===== src/rtl/id_ex_stage.sv =====
// id_ex_stage: decode-to-execute pipeline register.
// Latches the decode control word, operands and destination register. It finds
// load-use hazards against the instruction in execute and turns them into a
// bubble plus a one-cycle fetch/decode freeze. It also applies branch flushes
// and memory-wait holds, and keeps a saturating debug count of the bubbles it
// has inserted.
//
// Ports:
//   clk          pipeline clock, rising edge
//   rst          synchronous active-high reset
//   id_ctrl      decode control word ([7] wre, [6] mem write, [5:4] wb sel, [3:0] aluOp)
//   id_rs1/2     decode source register addresses
//   id_rs1/2_used  source operand is actually read
//   id_rd        decode destination register
//   id_a/b/imm   decode operand data and extended immediate
//   flush        branch taken in execute, discard the decode instruction
//   mem_busy     data memory not ready, freeze the whole pipeline
//   ex_*         registered control, destination and operands for execute
//   ex_valid     ex_ctrl holds a real instruction (0 for bubble/reset)
//   stall        freeze PC and IF/ID this cycle (combinational)
//   bubble_cnt   saturating count of hazard bubbles
module id_ex_stage #(
    parameter int unsigned DATA_W = 32,
    parameter int unsigned REG_W  = 4
) (
    input  logic              clk,
    input  logic              rst,
    input  logic [15:0]       id_ctrl,
    input  logic [REG_W-1:0]  id_rs1,
    input  logic [REG_W-1:0]  id_rs2,
    input  logic              id_rs1_used,
    input  logic              id_rs2_used,
    input  logic [REG_W-1:0]  id_rd,
    input  logic [DATA_W-1:0] id_a,
    input  logic [DATA_W-1:0] id_b,
    input  logic [DATA_W-1:0] id_imm,
    input  logic              flush,
    input  logic              mem_busy,
    output logic [15:0]       ex_ctrl,
    output logic [REG_W-1:0]  ex_rd,
    output logic [DATA_W-1:0] ex_a,
    output logic [DATA_W-1:0] ex_b,
    output logic [DATA_W-1:0] ex_imm,
    output logic              ex_valid,
    output logic              stall,
    output logic [15:0]       bubble_cnt
);

    logic [15:0]       ex_ctrl_q, ex_ctrl_d;
    logic [REG_W-1:0]  ex_rd_q, ex_rd_d;
    logic [DATA_W-1:0] ex_a_q, ex_a_d;
    logic [DATA_W-1:0] ex_b_q, ex_b_d;
    logic [DATA_W-1:0] ex_imm_q, ex_imm_d;
    logic              ex_valid_q, ex_valid_d;
    logic [15:0]       bubble_cnt_q, bubble_cnt_d;

    logic ex_is_load;
    logic rs1_hit;
    logic rs2_hit;
    logic hazard;

    // A load is wre with memory writeback select and aluOp 1; stores are excluded by wre.
    assign ex_is_load = ex_ctrl_q[7] & (ex_ctrl_q[5:4] == 2'b00) & (ex_ctrl_q[3:0] == 4'b0001);
    assign rs1_hit    = id_rs1_used & (id_rs1 == ex_rd_q);
    assign rs2_hit    = id_rs2_used & (id_rs2 == ex_rd_q);
    assign hazard     = ex_is_load & ex_valid_q & (rs1_hit | rs2_hit);

    // A flushed decode instruction is wrong-path, so its hazard must not freeze fetch.
    assign stall = mem_busy | (hazard & ~flush);

    always_comb begin
        ex_ctrl_d    = ex_ctrl_q;
        ex_rd_d      = ex_rd_q;
        ex_a_d       = ex_a_q;
        ex_b_d       = ex_b_q;
        ex_imm_d     = ex_imm_q;
        ex_valid_d   = ex_valid_q;
        bubble_cnt_d = bubble_cnt_q;
        if (mem_busy) begin
            // hold everything, including a coincident flush
        end else if (flush || hazard) begin
            ex_ctrl_d  = '0;
            ex_rd_d    = '0;
            ex_a_d     = '0;
            ex_b_d     = '0;
            ex_imm_d   = '0;
            ex_valid_d = 1'b0;
            if (!flush && bubble_cnt_q != 16'hFFFF) begin
                bubble_cnt_d = bubble_cnt_q + 16'd1;
            end
        end else begin
            ex_ctrl_d  = id_ctrl;
            ex_rd_d    = id_rd;
            ex_a_d     = id_a;
            ex_b_d     = id_b;
            ex_imm_d   = id_imm;
            ex_valid_d = (id_ctrl != 16'h0000);
        end
    end

    always_ff @(posedge clk) begin
        if (rst) begin
            ex_ctrl_q    <= '0;
            ex_rd_q      <= '0;
            ex_a_q       <= '0;
            ex_b_q       <= '0;
            ex_imm_q     <= '0;
            ex_valid_q   <= 1'b0;
            bubble_cnt_q <= '0;
        end else begin
            ex_ctrl_q    <= ex_ctrl_d;
            ex_rd_q      <= ex_rd_d;
            ex_a_q       <= ex_a_d;
            ex_b_q       <= ex_b_d;
            ex_imm_q     <= ex_imm_d;
            ex_valid_q   <= ex_valid_d;
            bubble_cnt_q <= bubble_cnt_d;
        end
    end

    assign ex_ctrl    = ex_ctrl_q;
    assign ex_rd      = ex_rd_q;
    assign ex_a       = ex_a_q;
    assign ex_b       = ex_b_q;
    assign ex_imm     = ex_imm_q;
    assign ex_valid   = ex_valid_q;
    assign bubble_cnt = bubble_cnt_q;

endmodule


===== config.mk =====
export PLATFORM = sky130hd
export DESIGN_NAME = id_ex_stage
export DESIGN_NICKNAME = d
export VERILOG_FILES = /design/src/rtl/id_ex_stage.sv
export SDC_FILE = /design/constraint.sdc
export NUM_CORES = 1
export LEC_CHECK = 0
export ABC_AREA = 0
export CAP_MARGIN = 15
export CORE_AREA = 2 2 102 104
export CTS_CLUSTER_DIAMETER = 60
export DETAILED_ROUTE_END_ITERATION = 8
export DIE_AREA = 0 0 104 106
export DONT_BUFFER_PORTS = 1
export MAX_ROUTING_LAYER = met4
export PLACE_DENSITY = 0.7
export SLEW_MARGIN = 20
export SYNTH_ARGS = -nofsm -noshare
export SYNTH_HDL_FRONTEND = slang
export SYNTH_SLANG_ARGS = --single-unit

===== constraint.sdc =====
create_clock -name clk -period 4.1 [get_ports clk]
set_input_delay 0.82 -clock clk [delete_from_list [all_inputs] [get_ports clk]]
set_output_delay 0.82 -clock clk [all_outputs]
set_load 0.005 [all_outputs]

Word-level counts from Yosys, hierarchy flattened
Cells that the tools add are included. W data, S select, Z words.

Reduce and logical (&&, ||, !) cells: 6. Eq/ne operators: 4. Mux-type cells: 6. Bitwise operators: 11. Add/sub/neg operators: 1.

Operators by type and width (number): $mux W32 (3); $add A16 B1 Y16 const B (1); $mux W16 (1); $ne A16 B16 Y1 const B (1); $reduce_bool A16 Y1 (1); $eq A4 B4 Y1 (2); $and A1 B1 Y1 (7); $eq A4 B1 Y1 const B (1); $mux W4 (1); $reduce_and A3 Y1 (1); $logic_not A2 Y1 (1); $not A1 Y1 (2); $or A1 B1 Y1 (2); $logic_and A1 B1 Y1 (1); $logic_not A1 Y1 (1); $logic_or A1 B1 Y1 (1); $mux W1 (1).

Word-level logic and storage cells: 35. Bits in registers: 133. Output and inout bits: 134.

Depth between registers and ports, before layout
Gate-level depths: netlist of the first run.

Word-level depth: 7. Gate-level depth with buffers: 7. Mapped depth without buffers: 5.

Worst setup path after synthesis of the first run
Ideal clock, no wire load.

Path type: input -> output. From: input port id_rs2[2]. To: output port stall. Required time: 3.280 ns. Arrival time: 1.856 ns. Stages: 6. Slack: 1.424 ns. Path through: xnor2_1 -> nand3_1 -> o22a_1 -> clkbuf_1 -> buf_1 -> o21bai_1.

Cells in the longest elaborated chain, start to end: 6.

RTL lines: start: declaration (RTL line 30) `input logic [REG_W-1:0] id_rs2,`; $eq A4 B4 Y1 (RTL line 65) `assign rs2_hit = id_rs2_used & (id_rs2 == ex_rd_q);`; $and A1 B1 Y1 (RTL line 65); $or A1 B1 Y1 (RTL line 66) `assign hazard = ex_is_load & ex_valid_q & (rs1_hit | rs2_hit);`; $and A1 B1 Y1 (RTL line 66); $and A1 B1 Y1 (RTL line 69) `assign stall = mem_busy | (hazard & ~flush);`; $or A1 B1 Y1 (RTL line 69); end: declaration (RTL line 45) `output logic stall,`.

Every way passes these cells.

Worst setup path in the final report of the first run
From: register ex_ctrl_q[1] (netlist: ex_ctrl[1]). To: output port stall.

Cells in the longest elaborated chain, start to end: 6.

RTL lines: start: declaration (RTL line 49) `logic [15:0] ex_ctrl_q, ex_ctrl_d;`; start signal: assignment (RTL line 111) `ex_ctrl_q <= ex_ctrl_d;`; $eq A4 B1 Y1 (RTL line 63) `assign ex_is_load = ex_ctrl_q[7] & (ex_ctrl_q[5:4] == 2'b00) & (ex_ctrl_q[3:0] == 4'b0001);`; $and A1 B1 Y1 (RTL line 63); $and A1 B1 Y1 (2 in series) (RTL line 66); $and A1 B1 Y1 (RTL line 69); $or A1 B1 Y1 (RTL line 69).

Every way passes these cells.

==> flow_metrics.env, run 1 <==
export IMPL_status="completed"
export IMPL_skew_ps=8.815
export IMPL_cp_max_fo=62
export IMPL_synth_top_family_by_area="compound AO/OA/AOI/OAI gates"
export IMPL_max_slew_margin_pct=43.09
export IMPL_clock_sinks=133
export IMPL_place_hpwl_um=8269
export IMPL_synthMuxAreaShare_pct=2.199
export IMPL_dieHeight_um=106
export IMPL_clk_latency_ps=510
export IMPL_leakage_uw=0.001890
export IMPL_layout_setup_ws_ps=1111
export IMPL_cts_hold_buf=0
export IMPL_post_cts_buffers=0
export IMPL_start_util_pct=50.64
export IMPL_netlist_area_leader_share_pct=52.58
export IMPL_arrival_ps=2170
export IMPL_final_cells=642
export IMPL_synth_fa_ha_area_share_pct=0.2471
export IMPL_die_w_um=104
export IMPL_nets=624
export IMPL_rsz0062_at_grt="no"
export IMPL_yosys_area_top_type="dfxtp_1"
export IMPL_p_per_area_nw_per_um2=519.6
export IMPL_syn_nets=661
export IMPL_grt_pass1_wl_um=20300
export IMPL_drc_errors=0
export IMPL_drive_above_1_share_pct=9.289
export IMPL_crit_slowest_cell="o22a_4"
export IMPL_fp_row_count=37
export IMPL_cp_required_ps=3280
export IMPL_coreArea_um2=10000
export IMPL_syn_area_per_cell_um2=9.554
export IMPL_diodes=0
export IMPL_async_flop_share_pct=0
export IMPL_yosys_warnings=0
export IMPL_ant_nets=0
export IMPL_synth_edf_count=0
export IMPL_setup_viol=0
export IMPL_synth_simple_area_share_pct=16.95
export IMPL_drv_cap=0
export IMPL_period_share_pct=72.89
export IMPL_crit_path_start_kind="flop"
export IMPL_drt_initial_drc_count=317
export IMPL_drt_wl_total_um=12950
export IMPL_ys_top_cells_by_area="dfxtp_1 53%, a32oi_1 20%, nor2_1 9.5%, clkbuf_1 3.3%, mux2_2 2.0%"
export IMPL_ys_types=30
export IMPL_synth_most_common_cell="dfxtp_1"
export IMPL_numCtsBuffers=17
export IMPL_slew_viol_final=0
export IMPL_cts_buffer_depth=2
export IMPL_critPathKind="reg2out"
export IMPL_grt_pass1_vias=3999
export IMPL_yosysSeqAreaShare_pct=52.58
export IMPL_cts_max_level=4
export IMPL_synth_compound_area_share_pct=21.99
export IMPL_cts_tree="yes"
export IMPL_final_area_um2=5622
export IMPL_netlist_area_um2=5064
export IMPL_clk_pin_slew_ps=60
export IMPL_antenna_found_initial=0
export IMPL_first_pass_iters=5
export IMPL_overflow=0
export IMPL_grt_util_all_layers_pct=23.30
export IMPL_vias_per_cell=6.558
export IMPL_netlist_top_cells_count="133 x dfxtp_1, 128 x nor2_1, 117 x a32oi_1, 45 x clkbuf_1, 11 x buf_1"
export IMPL_max_slew_worst_pin_slew_ps=853.7
export IMPL_io_pins=264
export IMPL_max_freq_mhz=334.6
export IMPL_ys_ff_latch=133
export IMPL_ctsResizeCount=0
export IMPL_path_cells="nor4b_2 -> nand4_1 -> o22a_4 -> o21bai_1"
export IMPL_fillers=851
export IMPL_synth_xor_area_share_pct=1.384
export IMPL_num_vias=4210
export IMPL_dp_slack_ps=1249
export IMPL_hold_viol=0
export IMPL_post_drt_wl_per_cell_um=20.18
export IMPL_rrSetupSlack_ps=1520
export IMPL_crit_family="compound AO/OA/AOI/OAI gates"
export IMPL_hold_class="in2reg"
export IMPL_numPlacedInstances=610
export IMPL_areaGrowthSynthToFinish_pct=11.02
export IMPL_gp_congestion=0.7602
export IMPL_synthFlopType="dfxtp_1"
export IMPL_peakVddDrop_mv=0.2971
export IMPL_worst_setup_path_end_kind="primary output"
export IMPL_cpPeakStageDelay_ps=440
export IMPL_finalSetupTns_ps=0
export IMPL_root_buffer="clkbuf_8"
export IMPL_port_buffers=0
export IMPL_final_min_clock_period_ps=2989
export IMPL_dpl_cell_area_um2=5041
export IMPL_grt_max_degree=145
export IMPL_synthCells=530
export IMPL_die_area_um2=11020
export IMPL_path_buf_inv=0
## layout by cell type (no fill, tap or decap)
cell type / n
nor4_1: 10
clkbuf_1: 2
and2_1: 2
clkinvlp_4: 3
and4_1: 3
clkinv_2: 2
or4_1: 6
xnor2_1: 8
buf_6: 1
nor2_4: 1
o31ai_1: 5
nor2b_1: 9
buf_4: 2
a32oi_1: 117
a21oi_1: 5
o21bai_1: 1
nand4_1: 7
inv_1: 1
clkbuf_16: 16
clkbuf_8: 3
dfxtp_1: 133
mux2_2: 9
bufinv_16: 2
o21ai_1: 1
nand2b_1: 3
and4bb_2: 1
o21ai_0: 1
nor3_1: 2
nand3_1: 6
nor2_1: 127
nand2_1: 8
ha_1: 1
o22a_4: 1
mux2i_1: 1
nor4b_2: 2
clkinv_4: 4
## cells by family after synthesis
group           count (synthesis)
buf+inv                        60
xor+xnor                        8
fa+ha+maj                       1
mux                            10
simple gates                  187
compound gates                131
flops                         133
## path summary, 6_finish.rpt
path / start / to / cells past startpoint
worst max register to register: ex_ctrl[5]$_SDFFE_PP0N_ / ex_ctrl[9]$_SDFFE_PP0N_ / 6
worst max-delay path: ex_ctrl[1]$_SDFFE_PP0N_ / stall / 4
worst min register to register: ex_a[28]$_SDFFE_PP0N_ / ex_a[28]$_SDFFE_PP0N_ / 2
worst min-delay path: rst / ex_a[20]$_SDFFE_PP0N_ / 1
## per-stage QoR
step                      util, %  hold slack, ps  total power [uW]
after global routing        56.22           361.4              3038
after floorplan                 -           474.3              1511
after CTS                   56.18           367.6              2946
final                       56.22           390.5              2921
after global placement      50.41           488.6              1498
after detailed placement    50.41           496.4              1504
## state kept, by name, indices dropped and copies added, names as in the netlist
name        flops
ex_b           32
ex_a           32
ex_valid        1
ex_ctrl        16
ex_imm         32
ex_rd           4
bubble_cnt     16
## routing by layer
metal	track usage [%]	wire length (um)
met3	8.400	1366
met1	26.22	4919
met2	38.11	6422
met4	9.073	246
met5	-	0
## power by group
group          internal, uW  total, uW  switching (uW)
combinational          49.8       99.9            50.1
sequential             1340       1380            38.6
clock                   898       1450             547
## area by class of cell
type	instances	area, um^2	area share (%)
flip-flops and latches	133	2663	47.36
multi-input cells	337	2182	38.82
clock buffers	21	449.2	7.990
well taps	136	170.2	3.027
clock inverters	11	127.6	2.270
repair buffers	3	26.28	0.4674
inverters	1	3.754	0.06677
No activity file was read; power rests on OpenSTA's default activity.
==> run 2: changes to the inputs <==
- CORE_AREA: 2 2 102 104 -> 2 2 101 103
- DIE_AREA: 0 0 104 106 -> 0 0 103 105
- PLACE_DENSITY: 0.7 -> 0.74
- clock period: 4.1 -> 2.6 ns (I/O delays scaled with it)
==> flow_metrics.env, run 2 (synthesis results as in run 1) <==
export IMPL_max_freq_mhz=404.3
export IMPL_r2r_end="bubble_cnt[7]$_SDFFE_PP0P_"
export IMPL_drive_above_1_share_pct=10.72
export IMPL_slew_viol_final=0
export IMPL_first_pass_iters=5
export IMPL_areaGrowthSynthToFinish_pct=13.02
export IMPL_port_buffers=0
export IMPL_final_area_um2=5723
export IMPL_ff2ff_path_depth=6
export IMPL_place_hpwl_um=9128
export IMPL_power_total_uw=4796
export IMPL_io_pins=264
export IMPL_grt_max_degree=145
export IMPL_dieHeight_um=105
export IMPL_drc_errors=0
export IMPL_cts_buffer_depth=2
export IMPL_nets=631
export IMPL_status="completed"
export IMPL_timing_rr_start="bubble_cnt[2]$_SDFFE_PP0P_"
export IMPL_rsz0062_at_grt="no"
export IMPL_crit_slowest_cell="dfxtp_1"
export IMPL_cts_max_level=4
export IMPL_cts_tree="yes"
export IMPL_die_w_um=103
export IMPL_holdPathEnd="ex_a[16]$_SDFFE_PP0N_"
export IMPL_hold_start="rst"
export IMPL_p_sw_share_pct=21.70
export IMPL_antenna_found_initial=0
export IMPL_hold_depth=1
export IMPL_diodes=0
export IMPL_rrSetupSlack_ps=450
export IMPL_final_common_cell="dfxtp_1"
export IMPL_hold_class="in2reg"
export IMPL_cp_max_fo=13
export IMPL_worst_setup_path_end_kind="primary output"
export IMPL_path_cells="xnor2_1 -> nand3_1 -> o22a_4 -> o21bai_1"
export IMPL_period_share_pct=95.12
export IMPL_gp_congestion=0.8004
export IMPL_setup_viol=0
export IMPL_drv_cap=0
export IMPL_start_util_pct=52.53
export IMPL_power_switching_uw=1041
export IMPL_drt_initial_drc_count=334
export IMPL_arrival_ps=1950
export IMPL_max_slew_worst_pin_slew_ps=609.0
export IMPL_clk_pin_slew_ps=60
export IMPL_most_common_layout_cells="133 x dfxtp_1, 127 x nor2_1, 117 x a32oi_1, 16 x clkbuf_16, 10 x nor4_1"
export IMPL_final_min_clock_period_ps=2473
export IMPL_cpPeakStageDelay_ps=450
export IMPL_vias_per_cell=6.681
export IMPL_p_per_area_nw_per_um2=838.1
export IMPL_skew_ps=9.588
export IMPL_peakVddDrop_mv=0.5775
export IMPL_p_comb_share_pct=3.5
export IMPL_drt_wl_total_um=14470
export IMPL_num_vias=4316
export IMPL_root_buffer="clkbuf_8"
export IMPL_crit_path_start_kind="flop"
export IMPL_grt_pass1_wl_um=21170
export IMPL_finalSetupTns_ps=0
export IMPL_max_slew_margin_pct=59.40
export IMPL_p_int_uw=3756
export IMPL_post_drt_wl_per_cell_um=22.41
export IMPL_cp_required_ps=2080
export IMPL_power_frac_seq_pct=45.3
export IMPL_numCtsBuffers=17
export IMPL_die_area_um2=10820
export IMPL_power_frac_clock_pct=51.3
export IMPL_dpl_cell_area_um2=5060
export IMPL_grt_pass1_vias=4196
export IMPL_leakage_uw=0.001936
export IMPL_ant_nets=0
export IMPL_clock_sinks=133
export IMPL_cts_hold_buf=0
export IMPL_hold_viol=0
export IMPL_grt_util_all_layers_pct=25.98
export IMPL_fp_row_count=36
export IMPL_critPathKind="reg2out"
export IMPL_clk_latency_ps=520
export IMPL_overflow=0
export IMPL_coreArea_um2=9639
-- run 2: worst max-delay path by stage --
stage / startpoint / endpoint / slack, ps / depth (start not counted)
floorplan: id_rs2[2] / stall / 520 / 6
global placement: ex_ctrl[1]$_SDFFE_PP0N_ / bubble_cnt[13]$_SDFFE_PP0P_ / 470 / 5
detailed placement: ex_ctrl[1]$_SDFFE_PP0N_ / bubble_cnt[12]$_SDFFE_PP0P_ / 410 / 5
CTS: ex_ctrl[1]$_SDFFE_PP0N_ / stall / 70 / 4
global route: ex_ctrl[1]$_SDFFE_PP0N_ / stall / 40 / 4
finish: ex_rd[3]$_SDFFE_PP0N_ / stall / 130 / 4
-- run 2: layout make-up --
type / instances / area [um^2]
Clock inverter: 14 / 201.4
Timing Repair Buffer: 8 / 60.06
Multi-Input combinational cell: 339 / 2211
Tap cell: 133 / 166.4
Inverter: 1 / 3.754
Sequential cell: 133 / 2663
Clock buffer: 18 / 417.9
Fill cell: 856 / 3916
-- run 2: repair_timing --
action                     in CTS  in global routing
setup endpoints to repair       1                  1
setup buffers                   2                  0
gates cloned                    2                  0
resized for setup               0                  1
hold endpoints to repair        0                  0
pin swaps                       3                  0
-- run 2: power by group through the flow --
| stage | Clock (uW) | Combinational [uW] | Sequential, uW |
|---|---|---|---|
| 2_1_floorplan | 0 | 188 | 2190 |
| 3_3_place_gp | 0 | 151 | 2210 |
| 3_5_place_dp | 0 | 162 | 2210 |
| 4_1_cts | 2500 | 165 | 2170 |
| 5_1_grt | 2600 | 185 | 2180 |
| 6_report | 2460 | 165 | 2170 |
-- run 2: stage by stage --
step                setup WS [ps]  hold WS, ps  utilization [%]  instances
finish                      126.8        75.39            59.37        646
floorplan                   524.1        474.3                -        530
CTS                         72.20        51.60            59.28        646
detailed placement          406.4        499.3            52.49        610
global route                40.74        69.18            59.37        646
global placement            472.6        491.1            52.49        610
-- run 2: per-layer routing --
| metal | track usage [%] | part of all wire (%) | vias to the layer above |
|---|---|---|---|
| met5 | - | 0 | - |
| met4 | 7.049 | 1.0 | 0 |
| met3 | 9.164 | 9.2 | 13 |
| met2 | 43.97 | 52 | 241 |
| met1 | 28.73 | 38 | 2108 |
| li1 | - | - | 1954 |
-- run 2: critical path, delay by kind of cell (launching register included) --
family / cells / cell delay [ps]
AND/OR/NAND/NOR: 1 / 240
XOR/XNOR: 1 / 180
AO/OA/AOI/OAI: 2 / 570
flip-flops: 1 / 450
